File: config.mk
export PLATFORM = sky130hd
export DESIGN_NAME = amplitude_meter
export DESIGN_NICKNAME = d
export VERILOG_FILES = /design/src/rtl/agc_pkg.sv /design/src/rtl/peak_hold.sv /design/src/rtl/amplitude_meter.sv
export SDC_FILE = /design/constraint.sdc
export NUM_CORES = 1
export LEC_CHECK = 0
export ABC_AREA = 1
export CORE_UTILIZATION = 40
export CTS_BUF_LIST = sky130_fd_sc_hd__clkbuf_4
export DETAILED_ROUTE_END_ITERATION = 12
export GPL_TIMING_DRIVEN = 1
export SYNTH_ARGS = -nofsm -noshare
export SYNTH_HDL_FRONTEND = slang
export SYNTH_HIERARCHICAL = 1
export SYNTH_SLANG_ARGS = --single-unit
File: constraint.sdc
create_clock -name clk -period 6.7 [get_ports clk]
set_clock_uncertainty 0.15 [all_clocks]
set_input_delay 1.34 -clock clk [delete_from_list [all_inputs] [get_ports clk]]
set_output_delay 1.34 -clock clk [all_outputs]
set_load 0.03 [all_outputs]
File: src/rtl/agc_pkg.sv
// Constants shared by the auto-gain stage and its downstream consumers.
// Includes the gain index encoding, the ADC overrange code, mV reciprocals and meter FSM states.
package agc_pkg;

    localparam logic [1:0] GAIN_3     = 2'd0;
    localparam logic [1:0] GAIN_6_5   = 2'd1;
    localparam logic [1:0] GAIN_13_5  = 2'd2;
    localparam logic [1:0] GAIN_29_25 = 2'd3;

    localparam logic [11:0] OVER_VOLTAGE_THRESHOLD = 12'd3941;

    // Q16 of 2000 mV / 4096 codes / gain, indexed by gain index.
    localparam logic [13:0] RECIP_Q16 [4] = '{14'd10667, 14'd4923, 14'd2370, 14'd1094};

    typedef enum logic [2:0] {
        StIdle,
        StAccum,
        StEval,
        StMul,
        StDone
    } meter_state_e;

endpackage

File: src/rtl/peak_hold.sv
// Running min/max tracker with an overrange flag for 12-bit ADC codes.
// Clear restores the empty-window state (max=0, min=all ones); clear wins over enable.
module peak_hold
    import agc_pkg::*;
#(
    parameter logic [11:0] THRESH = OVER_VOLTAGE_THRESHOLD
) (
    input  logic        clk,
    input  logic        rst,
    input  logic        clear_i,
    input  logic        en_i,
    input  logic [11:0] data_i,
    output logic [11:0] max_o,
    output logic [11:0] min_o,
    output logic        ovr_o
);

    logic [11:0] max_q, max_d;
    logic [11:0] min_q, min_d;
    logic        ovr_q, ovr_d;

    always_comb begin
        max_d = max_q;
        min_d = min_q;
        ovr_d = ovr_q;
        if (clear_i) begin
            max_d = '0;
            min_d = '1;
            ovr_d = 1'b0;
        end else if (en_i) begin
            if (data_i > max_q) max_d = data_i;
            if (data_i < min_q) min_d = data_i;
            if (data_i >= THRESH) ovr_d = 1'b1;
        end
    end

    always_ff @(posedge clk or posedge rst) begin
        if (rst) begin
            max_q <= '0;
            min_q <= '1;
            ovr_q <= 1'b0;
        end else begin
            max_q <= max_d;
            min_q <= min_d;
            ovr_q <= ovr_d;
        end
    end

    assign max_o = max_q;
    assign min_o = min_q;
    assign ovr_o = ovr_q;

endmodule

File: src/rtl/amplitude_meter.sv
// Windowed peak-to-peak meter: accumulates WINDOW samples while the gain loop is stable,
// then scales pkpk by the latched gain reciprocal into input-referred millivolts.
module amplitude_meter
    import agc_pkg::*;
#(
    parameter int unsigned WINDOW      = 512,
    parameter logic [11:0] OVER_THRESH = OVER_VOLTAGE_THRESHOLD
) (
    input  logic        clk,
    input  logic        rst,
    input  logic [11:0] adc_data_i,
    input  logic        adc_valid_i,
    input  logic [1:0]  gain_idx_i,
    input  logic        agc_stable_i,
    output logic [11:0] amp_mv_o,
    output logic        amp_valid_o,
    output logic        overrange_o,
    output logic        abort_o
);

    localparam int unsigned CntW = $clog2(WINDOW);
    localparam logic [CntW-1:0] CntLast = CntW'(WINDOW - 1);

    meter_state_e    state_q, state_d;
    logic [1:0]      g_lat_q, g_lat_d;
    logic [CntW-1:0] cnt_q, cnt_d;
    logic [11:0]     pkpk_q, pkpk_d;
    logic [12:0]     prod_q, prod_d;
    logic [11:0]     amp_mv_q, amp_mv_d;
    logic            ovr_out_q, ovr_out_d;
    logic            amp_valid_q, amp_valid_d;
    logic            abort_q, abort_d;

    logic        ph_clear, ph_en, ph_ovr, abort_cond;
    logic [11:0] ph_max, ph_min;
    logic [28:0] prod_full;

    peak_hold #(
        .THRESH(OVER_THRESH)
    ) u_peak_hold (
        .clk    (clk),
        .rst    (rst),
        .clear_i(ph_clear),
        .en_i   (ph_en),
        .data_i (adc_data_i),
        .max_o  (ph_max),
        .min_o  (ph_min),
        .ovr_o  (ph_ovr)
    );

    // +32768 rounds the Q16 product before keeping the integer part.
    assign prod_full  = 29'(pkpk_q) * 29'(RECIP_Q16[g_lat_q]) + 29'd32768;
    assign abort_cond = !agc_stable_i || (gain_idx_i != g_lat_q);

    always_comb begin
        state_d     = state_q;
        g_lat_d     = g_lat_q;
        cnt_d       = cnt_q;
        pkpk_d      = pkpk_q;
        prod_d      = prod_q;
        amp_mv_d    = amp_mv_q;
        ovr_out_d   = ovr_out_q;
        amp_valid_d = 1'b0;
        abort_d     = 1'b0;
        ph_clear    = 1'b0;
        ph_en       = 1'b0;
        unique case (state_q)
            StIdle: begin
                if (agc_stable_i) begin
                    state_d  = StAccum;
                    g_lat_d  = gain_idx_i;
                    cnt_d    = '0;
                    ph_clear = 1'b1;
                end
            end
            StAccum: begin
                // Abort beats a coincident sample; that sample is dropped.
                if (abort_cond) begin
                    abort_d = 1'b1;
                    state_d = StIdle;
                end else if (adc_valid_i) begin
                    ph_en = 1'b1;
                    cnt_d = cnt_q + CntW'(1);
                    if (cnt_q == CntLast) state_d = StEval;
                end
            end
            StEval: begin
                pkpk_d  = ph_max - ph_min;
                state_d = StMul;
            end
            StMul: begin
                prod_d  = 13'(prod_full >> 16);
                state_d = StDone;
            end
            StDone: begin
                amp_mv_d    = prod_q[12] ? 12'hFFF : prod_q[11:0];
                ovr_out_d   = ph_ovr;
                amp_valid_d = 1'b1;
                state_d     = StIdle;
            end
            default: state_d = StIdle;
        endcase
    end

    always_ff @(posedge clk or posedge rst) begin
        if (rst) begin
            state_q     <= StIdle;
            g_lat_q     <= '0;
            cnt_q       <= '0;
            pkpk_q      <= '0;
            prod_q      <= '0;
            amp_mv_q    <= '0;
            ovr_out_q   <= 1'b0;
            amp_valid_q <= 1'b0;
            abort_q     <= 1'b0;
        end else begin
            state_q     <= state_d;
            g_lat_q     <= g_lat_d;
            cnt_q       <= cnt_d;
            pkpk_q      <= pkpk_d;
            prod_q      <= prod_d;
            amp_mv_q    <= amp_mv_d;
            ovr_out_q   <= ovr_out_d;
            amp_valid_q <= amp_valid_d;
            abort_q     <= abort_d;
        end
    end

    assign amp_mv_o    = amp_mv_q;
    assign amp_valid_o = amp_valid_q;
    assign overrange_o = ovr_out_q;
    assign abort_o     = abort_q;

endmodule

==> impl_metrics.toml <==
[status]
status = "completed"

[cts]
cts_buffers = 9
clkTransAtPathRegs_ns = 0.16
root_buffer = "clkbuf_4"
cts_buffer_depth = 2
htreeDepth = 3
cts_tree = "built"
cts-resized-gates = 0
clkLatencyLatePin_ns = 0.48
clkSinkCount = 76
postCtsHoldBufs = 0
post-cts-setup-buffers = 0

[detailed_routing]
drtIter0Drc = 525
viasPerCell = 4.89
detail_route.drc_violations = 0
vias = 7951
ant_nets = 0
drtPass1Iterations = 5
routed_wl_um = 23800
wl_per_cell_um = 14.6

[die]
ios = 33
die_w_um = 159
die_h_um = 159
num_rows = 57
start_util = 0.407
core_area_um2 = 24200
dieArea_um2 = 25300

[setup_path]
cp-end-kind = "flop"
r2r_end = "prod_q[6]$_DFFE_PP0P_"
crit_fanout = 10
worstSetupPathType = "flop to flop"
path_buf_inv = 6
endpoint = "prod_q[6]$_DFFE_PP0P_"
slowest_delay_ns = 0.62
rrSetupSlack_ns = 0.65
required_ns = 6.94
critPathSlowestCell = "dfrtp_1"
crit_path_cell_trace = "inv_2 -> nor2_1 -> inv_2 -> nor2_1 -> inv_1 -> fa_1 -> inv_1 -> fa_1 -> fa_1 -> fa_1 -> inv_1 -> fa_1 -> inv_1 -> ha_1 -> a21oi_1 -> o21ai_0 -> a21oi_1 -> nand4_1 -> nand3_1 -> o21ai_0"
critPathTopFamily = "adder cells"
cp-start-kind = "flop"
cp-startpoint = "g_lat_q[0]$_DFFE_PP0P_"
r2r-start = "g_lat_q[0]$_DFFE_PP0P_"
cp_data_arrival_time_ns = 6.29
cp_common_cell = "fa_1"
rr_worst_depth = 20
path_depth = 20

[sta]
worst_slew_pin_slew_ns = 0.956
slew_headroom = 0.362
rsz0062_at_grt = "false"
finalCritPeriodShare = 0.903
setup_viol = 0
fin_hold_ws_ns = 0.337
period_minus_slack_ns = 6.05
report.final.slew_viol_count = 0
fmax_mhz = 165
hold_viol = 0
fin_setup_tns_ns = 0

[cells_and_area]
fillers = 2492
drive_gt1_frac = 0.0531
fin_nets = 1546
area_growth_syn_to_layout_pct = 7.85

[synth]
yosysUniqueCellTypes = 41
async_reset_ff_frac = 1.00
mappedNetlistArea_um2 = 9860
synth_common_cells = "291 x inv_1, 289 x nand2_1, 118 x ha_1"
ys_ff_latch = 76
synth.most_common_cell = "inv_1"
synth.avg_cell_area_um2 = 7.76
synth_edf_count = 0
ys_top_cells_by_area = "fa_1 23%, dfrtp_1 16%, ha_1 15%"
netlist_instances = 1270
synth_warnings = 6
yosysTopAreaCellShare = 0.233
yosysTopAreaCell = "fa_1"
synthFlopType = "dfrtp_1"
yosysSeqAreaShare = 0.194
syn-num-nets = 1521

[grt]
grt.total_usage = 0.200
first_global_vias = 8039
grt_max_degree = 52
gr-total-overflow = 0
antenna_found_initial = 1
grt_pass1_wl_um = 40100

[placed_design]
globalplace.congestion = 0.931
port_buffers = 31
dp.final_hpwl_um = 20100

[worst_hold_path]
min_path_type = "flop to flop"

[flow_run]
max_cap_viol_count = 0
-- per-stage QoR --
stage                     std cells   util  cell area, µm²  setup WS, ns
after CTS                      1624  0.438           10600         0.659
after floorplan                1270      -            9860          1.49
after global routing           1625  0.439           10600         0.230
after detailed placement       1608  0.433           10500         0.661
final                          1625  0.439           10600         0.651
after global placement         1608  0.433           10500         0.622
-- cells in the final DEF (no fill, tap or decap), types with 3 or more instances in the layout --
cell             count
xnor2_1              6
inv_2                8
a21oi_1             41
fa_1               115
dfstp_2             12
ha_1               118
nand2_1            289
xor2_1               8
o21bai_1             4
inv_1              290
o21ai_0             38
dfrtp_1             64
a21o_1               5
a31oi_1              3
or2_2               12
buf_4                6
nand3_1             66
clkbuf_4            10
nor2_1             105
clkdlybuf4s50_1     31
nor2_2               3
nand2_2              5
nand4_1             22
nor3_1              13
-- worst min-delay path, delay by kind of cell (launching register included) --
| family | cells | cell delay, ns |
|---|---|---|
| AND/OR/NAND/NOR | 2 | 0.10 |
| flip-flops | 1 | 0.37 |
-- how the worst min path moves through the flow --
stage	cells past startpoint	slack (ns)	start	to
after floorplan	2	0.30	prod_q[2]$_DFFE_PP0P_	prod_q[2]$_DFFE_PP0P_
after global placement	2	0.30	amp_mv_o[4]$_DFFE_PP0P_	amp_mv_o[4]$_DFFE_PP0P_
after detailed placement	2	0.31	amp_mv_o[7]$_DFFE_PP0P_	amp_mv_o[7]$_DFFE_PP0P_
after global routing	2	0.36	prod_q[10]$_DFFE_PP0P_	amp_mv_o[10]$_DFFE_PP0P_
after CTS	2	0.34	amp_mv_o[4]$_DFFE_PP0P_	amp_mv_o[4]$_DFFE_PP0P_
final	2	0.34	amp_mv_o[4]$_DFFE_PP0P_	amp_mv_o[4]$_DFFE_PP0P_
-- per-layer routing --
| metal | up-vias | routed length (µm) | GRT usage |
|---|---|---|---|
| met4 | 0 | 433 | 0.0511 |
| li1 | 3933 | - | - |
| met1 | 3807 | 11300 | 0.272 |
| met2 | 182 | 11100 | 0.335 |
| met5 | - | 0 | 0 |
| met3 | 29 | 1000 | 0.0287 |
-- layout make-up --
| class | count | area, µm² | area share |
|---|---|---|---|
| well taps | 324 | 405 | 0.0381 |
| clock buffers | 10 | 75.1 | 0.00706 |
| repair buffers | 37 | 355 | 0.0334 |
| diodes | 1 | 2.50 | 0.000235 |
| inverters | 300 | 1130 | 0.106 |
| flip-flops and latches | 76 | 1920 | 0.180 |
| multi-input cells | 871 | 6690 | 0.629 |
| clock inverters | 6 | 63.8 | 0.00600 |
-- sequential cells by signal (all words and copies together), names as in the netlist, 2 cells and up --
signal and flops:
cnt_q 9, amp_mv_o 11, u_peak_hold/max_o 12, g_lat_q 2, pkpk_q 12, prod_q 11
state_q 3, u_peak_hold/min_o 12
-- logic make-up after synthesis --
kind of cell,share of synthesized area
buf+inv,0.127
simple gates,0.225
fa+ha+maj,0.383
compound gates,0.0570
xor+xnor,0.0124
flops,0.194
other cells,0.000380
Power is left out: the tool's default activity adds up to more than one toggle a clock period on the data nets, which glitch-free logic cannot reach.
